[config.mk]
export PLATFORM = sky130hd
export DESIGN_NAME = dna_axil_slave_bridge
export DESIGN_NICKNAME = d
export VERILOG_FILES = /design/src/rtl/dna_axil_slave_bridge.sv
export SDC_FILE = /design/constraint.sdc
export NUM_CORES = 1
export LEC_CHECK = 0
export BUFFER_PORTS_ARGS = -buffer_cell sky130_fd_sc_hd__buf_2
export CORE_AREA = 10 10 208 171
export DETAILED_ROUTE_END_ITERATION = 7
export DIE_AREA = 0 0 218 181
export GPL_TIMING_DRIVEN = 0
export PLACE_DENSITY = 0.52
export SLEW_MARGIN = 20
export SYNTH_ARGS = -nofsm -noshare
export SYNTH_HDL_FRONTEND = slang
export SYNTH_SLANG_ARGS = --single-unit
[constraint.sdc]
create_clock -name clk -period 3.2 [get_ports clk]
set_clock_uncertainty 0.1 [all_clocks]
set_input_delay 0.16 -clock clk [delete_from_list [all_inputs] [get_ports clk]]
set_output_delay 0.16 -clock clk [all_outputs]
set_load 0.1 [all_outputs]
[src/rtl/dna_axil_slave_bridge.sv]
// AXI4-Lite slave to simple memory-strobe bridge with independent write and read
// channel FSMs; every output is registered and the two FSM states are visible on debug ports.
module dna_axil_slave_bridge #(
   parameter int ADDR_WIDTH   = 32,
   parameter int DATA_WIDTH   = 32,
   parameter int READ_LATENCY = 1,
   parameter int MEM_BYTES    = 4096
) (
   input  logic                    clk,
   input  logic                    resetn,
   input  logic [ADDR_WIDTH-1:0]   i_axi_awaddr,
   input  logic                    i_axi_awvalid,
   output logic                    o_axi_awready,
   input  logic [DATA_WIDTH-1:0]   i_axi_wdata,
   input  logic [DATA_WIDTH/8-1:0] i_axi_wstrb,
   input  logic                    i_axi_wvalid,
   output logic                    o_axi_wready,
   output logic [1:0]              o_axi_bresp,
   output logic                    o_axi_bvalid,
   input  logic                    i_axi_bready,
   input  logic [ADDR_WIDTH-1:0]   i_axi_araddr,
   input  logic                    i_axi_arvalid,
   output logic                    o_axi_arready,
   output logic [DATA_WIDTH-1:0]   o_axi_rdata,
   output logic [1:0]              o_axi_rresp,
   output logic                    o_axi_rvalid,
   input  logic                    i_axi_rready,
   output logic [DATA_WIDTH/8-1:0] o_wen,
   output logic [ADDR_WIDTH-1:0]   o_addr_w,
   output logic [DATA_WIDTH-1:0]   o_data_w,
   output logic                    o_valid_w,
   output logic [ADDR_WIDTH-1:0]   o_addr_r,
   output logic                    o_valid_r,
   input  logic [DATA_WIDTH-1:0]   i_data_r,
   output logic [1:0]              o_dbg_w_state,
   output logic [1:0]              o_dbg_r_state
);

   localparam int STRB_W = DATA_WIDTH / 8;
   localparam int CNT_W  = 2;
   localparam logic [ADDR_WIDTH:0] MEM_LIMIT = (ADDR_WIDTH + 1)'(MEM_BYTES);
   localparam logic [1:0] RESP_OKAY   = 2'b00;
   localparam logic [1:0] RESP_SLVERR = 2'b10;

   typedef enum logic [1:0] {W_IDLE = 2'd0, W_COMMIT = 2'd1, W_RESP = 2'd2} w_state_t;
   typedef enum logic [1:0] {R_IDLE = 2'd0, R_ISSUE = 2'd1, R_WAIT = 2'd2, R_RESP = 2'd3} r_state_t;

   // Valid/ready: a transfer happens at a rising edge where the sender's valid and the
   // receiver's ready are both 1; a sender keeps payload stable from valid until that edge.

   w_state_t                w_state_q, w_state_d;
   logic                    aw_held_q, aw_held_d;
   logic [ADDR_WIDTH-1:0]   awaddr_q, awaddr_d;
   logic                    w_held_q, w_held_d;
   logic [DATA_WIDTH-1:0]   wdata_q, wdata_d;
   logic [STRB_W-1:0]       wstrb_q, wstrb_d;
   logic                    wr_err_q, wr_err_d;
   logic                    awready_q, awready_d;
   logic                    wready_q, wready_d;
   logic                    bvalid_q, bvalid_d;
   logic [1:0]              bresp_q, bresp_d;
   logic [STRB_W-1:0]       wen_q, wen_d;
   logic [ADDR_WIDTH-1:0]   addr_w_q, addr_w_d;
   logic [DATA_WIDTH-1:0]   data_w_q, data_w_d;
   logic                    valid_w_q, valid_w_d;
   logic                    wr_ok;

   r_state_t                r_state_q, r_state_d;
   logic                    rd_err_q, rd_err_d;
   logic [CNT_W-1:0]        rd_cnt_q, rd_cnt_d;
   logic                    arready_q, arready_d;
   logic [DATA_WIDTH-1:0]   rdata_q, rdata_d;
   logic [1:0]              rresp_q, rresp_d;
   logic                    rvalid_q, rvalid_d;
   logic [ADDR_WIDTH-1:0]   addr_r_q, addr_r_d;
   logic                    valid_r_q, valid_r_d;
   logic                    rd_ok;

   function automatic logic in_range(input logic [ADDR_WIDTH-1:0] a);
      return {1'b0, a} < MEM_LIMIT;
   endfunction

   always_comb begin
      w_state_d = w_state_q;
      aw_held_d = aw_held_q;
      awaddr_d  = awaddr_q;
      w_held_d  = w_held_q;
      wdata_d   = wdata_q;
      wstrb_d   = wstrb_q;
      wr_err_d  = wr_err_q;
      bvalid_d  = bvalid_q;
      bresp_d   = bresp_q;
      addr_w_d  = addr_w_q;
      data_w_d  = data_w_q;
      wen_d     = '0;
      valid_w_d = 1'b0;
      wr_ok     = 1'b0;
      case (w_state_q)
         W_IDLE: begin
            if (i_axi_awvalid && awready_q) begin
               aw_held_d = 1'b1;
               awaddr_d  = i_axi_awaddr;
            end
            if (i_axi_wvalid && wready_q) begin
               w_held_d = 1'b1;
               wdata_d  = i_axi_wdata;
               wstrb_d  = i_axi_wstrb;
            end
            // Commit straight from the handshake edge so the strobe lands one cycle later.
            if (aw_held_d && w_held_d) begin
               wr_ok     = in_range(awaddr_d);
               w_state_d = W_COMMIT;
               addr_w_d  = awaddr_d;
               data_w_d  = wdata_d;
               valid_w_d = wr_ok;
               wen_d     = wr_ok ? wstrb_d : '0;
               wr_err_d  = !wr_ok;
            end
         end
         W_COMMIT: begin
            w_state_d = W_RESP;
            aw_held_d = 1'b0;
            w_held_d  = 1'b0;
            bvalid_d  = 1'b1;
            bresp_d   = wr_err_q ? RESP_SLVERR : RESP_OKAY;
         end
         W_RESP: begin
            if (i_axi_bready) begin
               w_state_d = W_IDLE;
               bvalid_d  = 1'b0;
               bresp_d   = RESP_OKAY;
            end
         end
         default: w_state_d = W_IDLE;
      endcase
      awready_d = (w_state_d == W_IDLE) && !aw_held_d && !bvalid_d;
      wready_d  = (w_state_d == W_IDLE) && !w_held_d && !bvalid_d;
   end

   always_comb begin
      r_state_d = r_state_q;
      rd_err_d  = rd_err_q;
      rd_cnt_d  = rd_cnt_q;
      rdata_d   = rdata_q;
      rresp_d   = rresp_q;
      rvalid_d  = rvalid_q;
      addr_r_d  = addr_r_q;
      valid_r_d = 1'b0;
      rd_ok     = 1'b0;
      case (r_state_q)
         R_IDLE: begin
            if (i_axi_arvalid && arready_q) begin
               rd_ok     = in_range(i_axi_araddr);
               r_state_d = R_ISSUE;
               addr_r_d  = i_axi_araddr;
               valid_r_d = rd_ok;
               rd_err_d  = !rd_ok;
            end
         end
         R_ISSUE: begin
            r_state_d = R_WAIT;
            rd_cnt_d  = CNT_W'(READ_LATENCY - 1);
         end
         R_WAIT: begin
            // Count reaches zero on the edge where the slave's data is valid.
            if (rd_cnt_q == '0) begin
               r_state_d = R_RESP;
               rvalid_d  = 1'b1;
               rdata_d   = rd_err_q ? '0 : i_data_r;
               rresp_d   = rd_err_q ? RESP_SLVERR : RESP_OKAY;
            end else begin
               rd_cnt_d = rd_cnt_q - 1'b1;
            end
         end
         R_RESP: begin
            if (i_axi_rready) begin
               r_state_d = R_IDLE;
               rvalid_d  = 1'b0;
               rresp_d   = RESP_OKAY;
            end
         end
         default: r_state_d = R_IDLE;
      endcase
      arready_d = (r_state_d == R_IDLE);
   end

   always_ff @(posedge clk) begin
      if (!resetn) begin
         w_state_q <= W_IDLE;
         aw_held_q <= 1'b0;
         awaddr_q  <= '0;
         w_held_q  <= 1'b0;
         wdata_q   <= '0;
         wstrb_q   <= '0;
         wr_err_q  <= 1'b0;
         awready_q <= 1'b0;
         wready_q  <= 1'b0;
         bvalid_q  <= 1'b0;
         bresp_q   <= '0;
         wen_q     <= '0;
         addr_w_q  <= '0;
         data_w_q  <= '0;
         valid_w_q <= 1'b0;
         r_state_q <= R_IDLE;
         rd_err_q  <= 1'b0;
         rd_cnt_q  <= '0;
         arready_q <= 1'b0;
         rdata_q   <= '0;
         rresp_q   <= '0;
         rvalid_q  <= 1'b0;
         addr_r_q  <= '0;
         valid_r_q <= 1'b0;
      end else begin
         w_state_q <= w_state_d;
         aw_held_q <= aw_held_d;
         awaddr_q  <= awaddr_d;
         w_held_q  <= w_held_d;
         wdata_q   <= wdata_d;
         wstrb_q   <= wstrb_d;
         wr_err_q  <= wr_err_d;
         awready_q <= awready_d;
         wready_q  <= wready_d;
         bvalid_q  <= bvalid_d;
         bresp_q   <= bresp_d;
         wen_q     <= wen_d;
         addr_w_q  <= addr_w_d;
         data_w_q  <= data_w_d;
         valid_w_q <= valid_w_d;
         r_state_q <= r_state_d;
         rd_err_q  <= rd_err_d;
         rd_cnt_q  <= rd_cnt_d;
         arready_q <= arready_d;
         rdata_q   <= rdata_d;
         rresp_q   <= rresp_d;
         rvalid_q  <= rvalid_d;
         addr_r_q  <= addr_r_d;
         valid_r_q <= valid_r_d;
      end
   end

   assign o_axi_awready = awready_q;
   assign o_axi_wready  = wready_q;
   assign o_axi_bvalid  = bvalid_q;
   assign o_axi_bresp   = bresp_q;
   assign o_axi_arready = arready_q;
   assign o_axi_rdata   = rdata_q;
   assign o_axi_rresp   = rresp_q;
   assign o_axi_rvalid  = rvalid_q;
   assign o_wen         = wen_q;
   assign o_addr_w      = addr_w_q;
   assign o_data_w      = data_w_q;
   assign o_valid_w     = valid_w_q;
   assign o_addr_r      = addr_r_q;
   assign o_valid_r     = valid_r_q;
   assign o_dbg_w_state = w_state_q;
   assign o_dbg_r_state = r_state_q;

endmodule

==> summary.md, run 1 <==
| Metric | Value |
|---|---|
| Switching Share | 0.474 |
| Die extent in x | 218 um |
| DP HPWL | 24800 um |
| Cell family with most CP delay | buffers and inverters |
| First-pass GRT wire length | 53000 um |
| Clock Path Buffers | 3 |
| Placer Congestion | 0.769 |
| Period utilization | 0.667 |
| Worst-path clk slew | 60 ps |
| Dpl cell area | 11200 um2 |
| Post-synth top area share | 0.471 |
| Initial Utilization | 0.298 |
| PwrDens | 840 nW/um2 |
| Crit-path slowest cell | clkbuf_1 |
| First drt pass iteration count | 5 |
| # port buffers | 282 |
| Clk sink count | 219 |
| Startpoint Class | register |
| Fin nets | 1675 |
| Layout cells sized above 1 | 0.254 |
| Core Box Area | 31200 um2 |
| Clock power share | 0.243 |
| Worst path cell trace | inv_1 -> ha_1 -> buf_2 -> and3_1 -> clkbuf_1 -> clkbuf_1 -> nand2_1 -> a21boi_1 |
| Hold Path Class | input pin to register |
| Setup TNS | 0 ps |
| Ranking of synthesized cells by area | dfxtp_1 (47%), nand2_1 (15%), a21boi_1 (9.2%) |
| Count of different cell masters after synthesis | 39 |
| Num CTS Buffers | 25 |
| Top Ports | 286 |
| Ys flop type | dfxtp_1 |
| Reg2Reg Setup Slack | 1070 ps |
| Die ar. | 39500 um2 |
| Gate power share | 0.447 |
| Psw | 5.32 mW |
| Lkg Pwr | 6.15 nW |
| DR vias/cell | 4.61 |
| Row cnt | 58 |
| Worst R2R Path Depth | 8 |
| Hold path depth | 3 |
| Area of the multi-input gates | 4440 um2 |
| Crit Reg-Reg Startpoint | o_dbg_w_state[0] |
| Clock Tree Root | clkbuf_16 |
| Number of global-route vias before repair | 9547 |
| Htree depth | 1 |
| Worst VDD drop | 0.000374 V |
| Antenna violations before repair | 4 |
| Residual DRC count | 0 |
| CTS resizes | 0 |
| Drt wl/cell | 17.1 um |
| Sequential power share | 0.310 |
| CTS tree | yes |
| Yosys warns | 0 |
| Min cycle time layout | 2130 ps |
| Synth Instances | 1087 |
| Final setup violation count | 0 |
| Max Cap Viol | 0 |
| Die Y | 181 um |
| Reg area | 4380 um2 |
| Async set or reset register ratio after synthesis | 0 |
| Min-delay src | resetn |
| Clock Latency Late Sink | 530 ps |
| Area leader, netlist | dfxtp_1 |
| R2R Path End | awaddr_q[2] |
| Worst Path Buf+Inv | 4 |
| Max frequency | 0.469 GHz |
| WL final | 33600 um |
| Hold path endpoint | o_valid_w |
| DRT iter0 DRCs | 366 |
| Rel. slew slack | 0.490 |
| Filler cell count | 3123 |
| Fin. Hold Viols | 0 |
| Worst Path Required | 3560 ps |
| Unrepaired setup endpoints after global routing | no |
| Detail Route Antenna Nets | 0 |
| Crit Path Class | register to register |
| Synthesized cell area | 9310 um2 |
| Pint | 5.90 mW |
| Yosys reg bits | 219 |
| Most frequent CP cell | clkbuf_1 |
| Layout area overhead | 43.5% |
| Worst-path fanout max | 10 |
| Status | finished, final reports clean |
| Fin. max-slew vios | 0 |
| WP data arrival | 2490 ps |
| Largest net degree at the start of global routing | 13 |
| Seq/Total Area, Yosys | 0.471 |
| Post-route cell area | 13400 um2 |
| Avg Cell Area, Syn | 8.56 um2 |
| Worst-margin pin slew | 765 ps |
| GRT Total Usage | 0.164 |
| CP Capture Type | register |
| Via count | 9081 |
| Grt ovf | 0 |
| Post-synth EDFFs | 0 |
| Max stage delay on crit path | 490 ps |
==> power by group through the flow <==
stage	sequential, mW	clock, mW	combinational (mW)
final	3.47	2.73	5.02
after floorplan	5.98	0	1.43
after global routing	3.53	2.89	5.32
after CTS	3.47	2.80	5.07
after detailed placement	3.53	0	4.93
after global placement	3.52	0	4.92
==> metal layers <==
layer / part of all wire / wire length [um] / track usage / up-vias
met5: 0.00027 / 9 / 0 / -
met4: 0.014 / 480 / 0.0277 / 2
met3: 0.083 / 2780 / 0.0563 / 37
met2: 0.46 / 15600 / 0.278 / 218
met1: 0.44 / 14700 / 0.198 / 4259
li1: - / - / - / 4565
==> synthesized netlist by cell type (7+ instances only) <==
library cell,count
nand2_1,378
dfxtp_1,219
a21boi_1,114
o211a_1,64
clkbuf_1,52
nand3_1,40
nand3b_1,34
nand3_2,30
buf_2,23
a21boi_0,20
nor4_1,12
a21oi_1,11
buf_6,11
and2_1,9
o21ai_0,8
inv_1,7
nor3_1,7
==> tightest hold or removal path, delay by kind of cell <==
kind                   cells  cell delay [ps]
AOI/OAI and AO/OA          1               80
buffers and inverters      1              180
and+or+nand+nor            1              180
==> how the worst max path moves through the flow <==
stage	startpoint	to	cells past startpoint
after global routing	o_dbg_w_state[0]	awaddr_q[1]	8
after floorplan	o_dbg_w_state[0]	o_addr_w[10]	8
after detailed placement	o_dbg_w_state[0]	awaddr_q[2]	8
after global placement	resetn	o_axi_rdata[0]	4
after CTS	o_dbg_w_state[0]	awaddr_q[30]	8
final	o_dbg_w_state[0]	awaddr_q[2]	8
==> sequential cells by signal, summed over array words and instances (netlist names), 2 cells and up <==
signal,cells
rd_cnt_q,2
o_data_w,32
o_wen,4
awaddr_q,32
o_dbg_w_state,2
o_addr_r,32
o_addr_w,32
o_axi_rdata,32
o_dbg_r_state,2
wstrb_q,4
wdata_q,32
==> cells by family (layout without fill, tap and decap cells) <==
family | count (synthesis) | in the layout | share of synthesized area
compound gates | 230 | 230 | 0.200
fa+ha+maj | 5 | 5 | 0.00672
buf+inv | 98 | 555 | 0.0523
flops | 219 | 219 | 0.471
mux | 1 | 1 | 0.00108
other cells | 1 | 6 | 0.000403
simple gates | 533 | 533 | 0.268
==> through the flow <==
stage          hold slack [ps]  instances  power, mW  setup WS (ps)  utilization
2_1_floorplan              195       1088       7.41            729            -
3_3_place_gp               300       1790       8.44           1070        0.360
3_5_place_dp               306       1790       8.46           1050        0.360
4_1_cts                   46.1       1965       11.3           1040        0.428
5_1_grt                   94.4       1967       11.7            908        0.428
6_report                  48.5       1969       11.2           1070        0.428
==> what timing repair did <==
item                       in CTS  in global routing
hold buffers                  134                  0
hold endpoints to repair      210                  0
setup endpoints to repair       0                  0
buffers inserted                0                  0
==> cell usage in the layout (no fill, tap or decap), types with 2 or more instances in the layout <==
master,netlist,routed
a21boi_0,20,20
a21boi_1,114,114
a21boi_2,4,4
a21o_1,2,2
a21oi_1,11,11
a2bb2oi_1,2,2
and2_1,9,9
and3_1,4,4
buf_2,23,305
buf_4,2,2
buf_6,11,11
clkbuf_1,52,58
clkbuf_16,0,25
clkbuf_8,0,3
clkinv_2,0,4
conb_1,1,2
dfxtp_1,219,219
diode_2,0,4
dlygate4sd3_1,0,134
ha_1,5,5
inv_1,7,7
inv_2,3,3
nand2_1,378,378
nand3_1,40,40
nand3_2,30,30
nand3b_1,34,34
nand4_1,5,5
nor2_1,3,3
nor2b_1,6,6
nor3_1,7,7
nor4_1,12,12
o211a_1,64,64
o21ai_0,8,8
==> final cells by class <==
type,count,area share
Antenna cell,4,0.000750
Buffer,88,0.0336
Timing Repair Buffer,416,0.206
Multi-Input combinational cell,771,0.332
Sequential cell,219,0.328
Clock buffer,34,0.0516
Clock inverter,7,0.00497
Tap cell,420,0.0394
Inverter,10,0.00281
No activity file was read; power rests on OpenSTA's default activity.
==> run 2: changes to the inputs <==
Settings changed: PLACE_DENSITY 0.52 to 0.54.
Clock period 3.2 ns to 1.9 ns, I/O delays scaled along.
==> run 2 against run 1 <==
Compared with the run above:
- sequential share of layout area shrank 0.47 points
- clock power grew 82%
- clock-buffer cell count grew 7
- final area grew 1.8%
- maximum frequency grew 18%
- sequential cell count is the same
- hold slack gained 7.0 ps
- via count grew 1.7%
- utilization grew 0.76 points
- sequential power grew 69%
==> summary.md, run 2 (same netlist as run 1, synthesis figures left out) <==
| Metric | Value |
|---|---|
| Rel. slew slack | 0.469 |
| Final setup violation count | 0 |
| DP HPWL | 25000 um |
| PwrDens | 1430 nW/um2 |
| Max frequency | 0.552 GHz |
| Most common cell after layout, fill and taps aside | nand2_1 |
| Clock Tree Root | clkbuf_16 |
| Worst-path fanout max | 10 |
| Layout cells sized above 1 | 0.269 |
| Fin. Hold Viols | 0 |
| GRT Total Usage | 0.167 |
| Clock power share | 0.255 |
| Worst R2R Path Depth | 8 |
| Crit Path Class | register to register |
| First drt pass iteration count | 4 |
| Commonest cells after routing, fill and taps aside | nand2_1 (378), buf_2 (300), dfxtp_1 (212) |
| Placer Congestion | 0.778 |
| Fin nets | 1679 |
| Die ar. | 39500 um2 |
| WP data arrival | 2140 ps |
| Worst-margin pin slew | 797 ps |
| Grt met2 use | 0.284 |
| Reg area | 4400 um2 |
| Switching Share | 0.464 |
| # port buffers | 282 |
| CTS tree | yes |
| Worst Setup SP | o_dbg_w_state[1] |
| DR vias/cell | 4.68 |
| Grt ovf | 0 |
| Most Crowded Layer GR | met2 |
| Largest net degree at the start of global routing | 13 |
| Antenna violations before repair | 3 |
| Reg2Reg Setup Slack | 90 ps |
| Worst Path Required | 2220 ps |
| Die extent in x | 218 um |
| Routing usage on met3 | 0.0599 |
| First-pass GRT wire length | 53600 um |
| Max Cap Viol | 0 |
| Gate power share | 0.444 |
| Pint | 10.4 mW |
| Via count | 9236 |
| Num CTS Buffers | 25 |
| Min cycle time layout | 1810 ps |
| Number of global-route vias before repair | 9462 |
| Crit Reg-Reg Startpoint | o_dbg_w_state[1] |
| Residual DRC count | 0 |
| Worst VDD drop | 0.000702 V |
| Core Box Area | 31200 um2 |
| Status | finished, final reports clean |
| Drt wl/cell | 17.3 um |
| Lkg Pwr | 6.27 nW |
| Dpl cells | 1790 |
| Hold Path Class | input pin to register |
| Layout Cells excl Fill | 1975 |
| Initial Utilization | 0.298 |
| Sequential power share | 0.301 |
| Layout area overhead | 46.1% |
| Clock Path Buffers | 3 |
| Unrepaired setup endpoints after global routing | yes |
| Period utilization | 0.954 |
| Die Y | 181 um |
| Area of the multi-input gates | 4460 um2 |
| Startpoint Class | register |
| Setup TNS | 0 ps |
| R2R Path End | o_addr_w[16] |
| Clock Latency Late Sink | 530 ps |
| Clk sink count | 219 |
| WL final | 34100 um |
| Detail Route Antenna Nets | 0 |
| CP Capture Type | register |
| Htree depth | 1 |
| CP Capture Point | o_addr_w[16] |
| Row cnt | 58 |
| Fin. max-slew vios | 0 |
| Psw | 9.03 mW |
| DRT iter0 DRCs | 362 |
| Top Ports | 286 |
| Worst-path clk slew | 60 ps |
| Filler cell count | 3137 |
| GR Layer Usage met1 | 0.200 |
run 2: cell count changes in the layout (fill, tap and decap cells not counted), sizes merged:
cell,delta
clkbuf,+9
clkinvlp,-1
clkinv,-4
dlygate4sd3,+2
run 2: metal layers:
layer	routed length, um	part of all wire	vias to the layer above
li1	-	-	4575
met1	14700	0.43	4379
met2	16000	0.47	246
met3	2890	0.085	36
met4	453	0.013	0
met5	0	0	-
run 2: final cells by class:
type	instances	share of cell area
timing repair buffer	421	0.207
antenna	4	0.000737
sequential	219	0.324
clock inverter	2	0.00285
buffer	87	0.0372
inverter	10	0.00276
tap	420	0.0387
clock buffer	41	0.0594
multi-input combinational	771	0.328
run 2: power groups by stage:
stage               registers [mW]  clock network [mW]  logic, mW
finish                        5.85                4.96       8.65
global route                  5.95                5.31       9.17
CTS                           5.86                5.12       8.58
detailed placement            5.95                   0       8.32
global placement              5.93                   0       8.29
floorplan                     10.1                   0       2.40
run 2: timing repair:
action | CTS | global route
pin swaps | 0 | 0
setup buffers | 0 | 2
endpoints found under the hold margin | 212 | 0
gates resized for setup | 7 | 28
hold buffers | 136 | 0
setup endpoints to repair | 64 | 108
cloned | 0 | 1
run 2: how the worst min path moves through the flow:
stage               startpoint     endpoint  slack, ps  cells after the start
2_1_floorplan  i_axi_awaddr[0]  awaddr_q[0]        130                      2
3_3_place_gp   i_axi_araddr[4]  o_addr_r[4]        240                      3
3_5_place_dp   i_axi_araddr[2]  o_addr_r[2]        240                      3
4_1_cts          i_axi_awvalid    o_valid_w          2                      4
5_1_grt          i_axi_awvalid    o_valid_w         70                      4
6_report         i_axi_awvalid    o_valid_w         60                      4
run 2: stage by stage:
step | cell area (um2) | hold slack [ps] | power [mW] | util | setup slack (ps)
final | 13600 | 55.5 | 19.5 | 0.436 | 88.2
after global routing | 13600 | 66.7 | 20.4 | 0.435 | -10.9
after CTS | 13500 | 2.19 | 19.6 | 0.432 | -1.54
after detailed placement | 11300 | 243 | 14.3 | 0.361 | -199
after global placement | 11300 | 237 | 14.2 | 0.361 | -207
after floorplan | 9320 | 130 | 12.5 | - | 22.3
run 2: worst max-delay path, cell delays in order (launching register included):
cell       delay, ps
dfxtp_4          380
inv_2             40
ha_1             170
buf_4            170
and3_1           150
clkbuf_4         170
clkbuf_16        170
buf_6            140
o211a_1          210
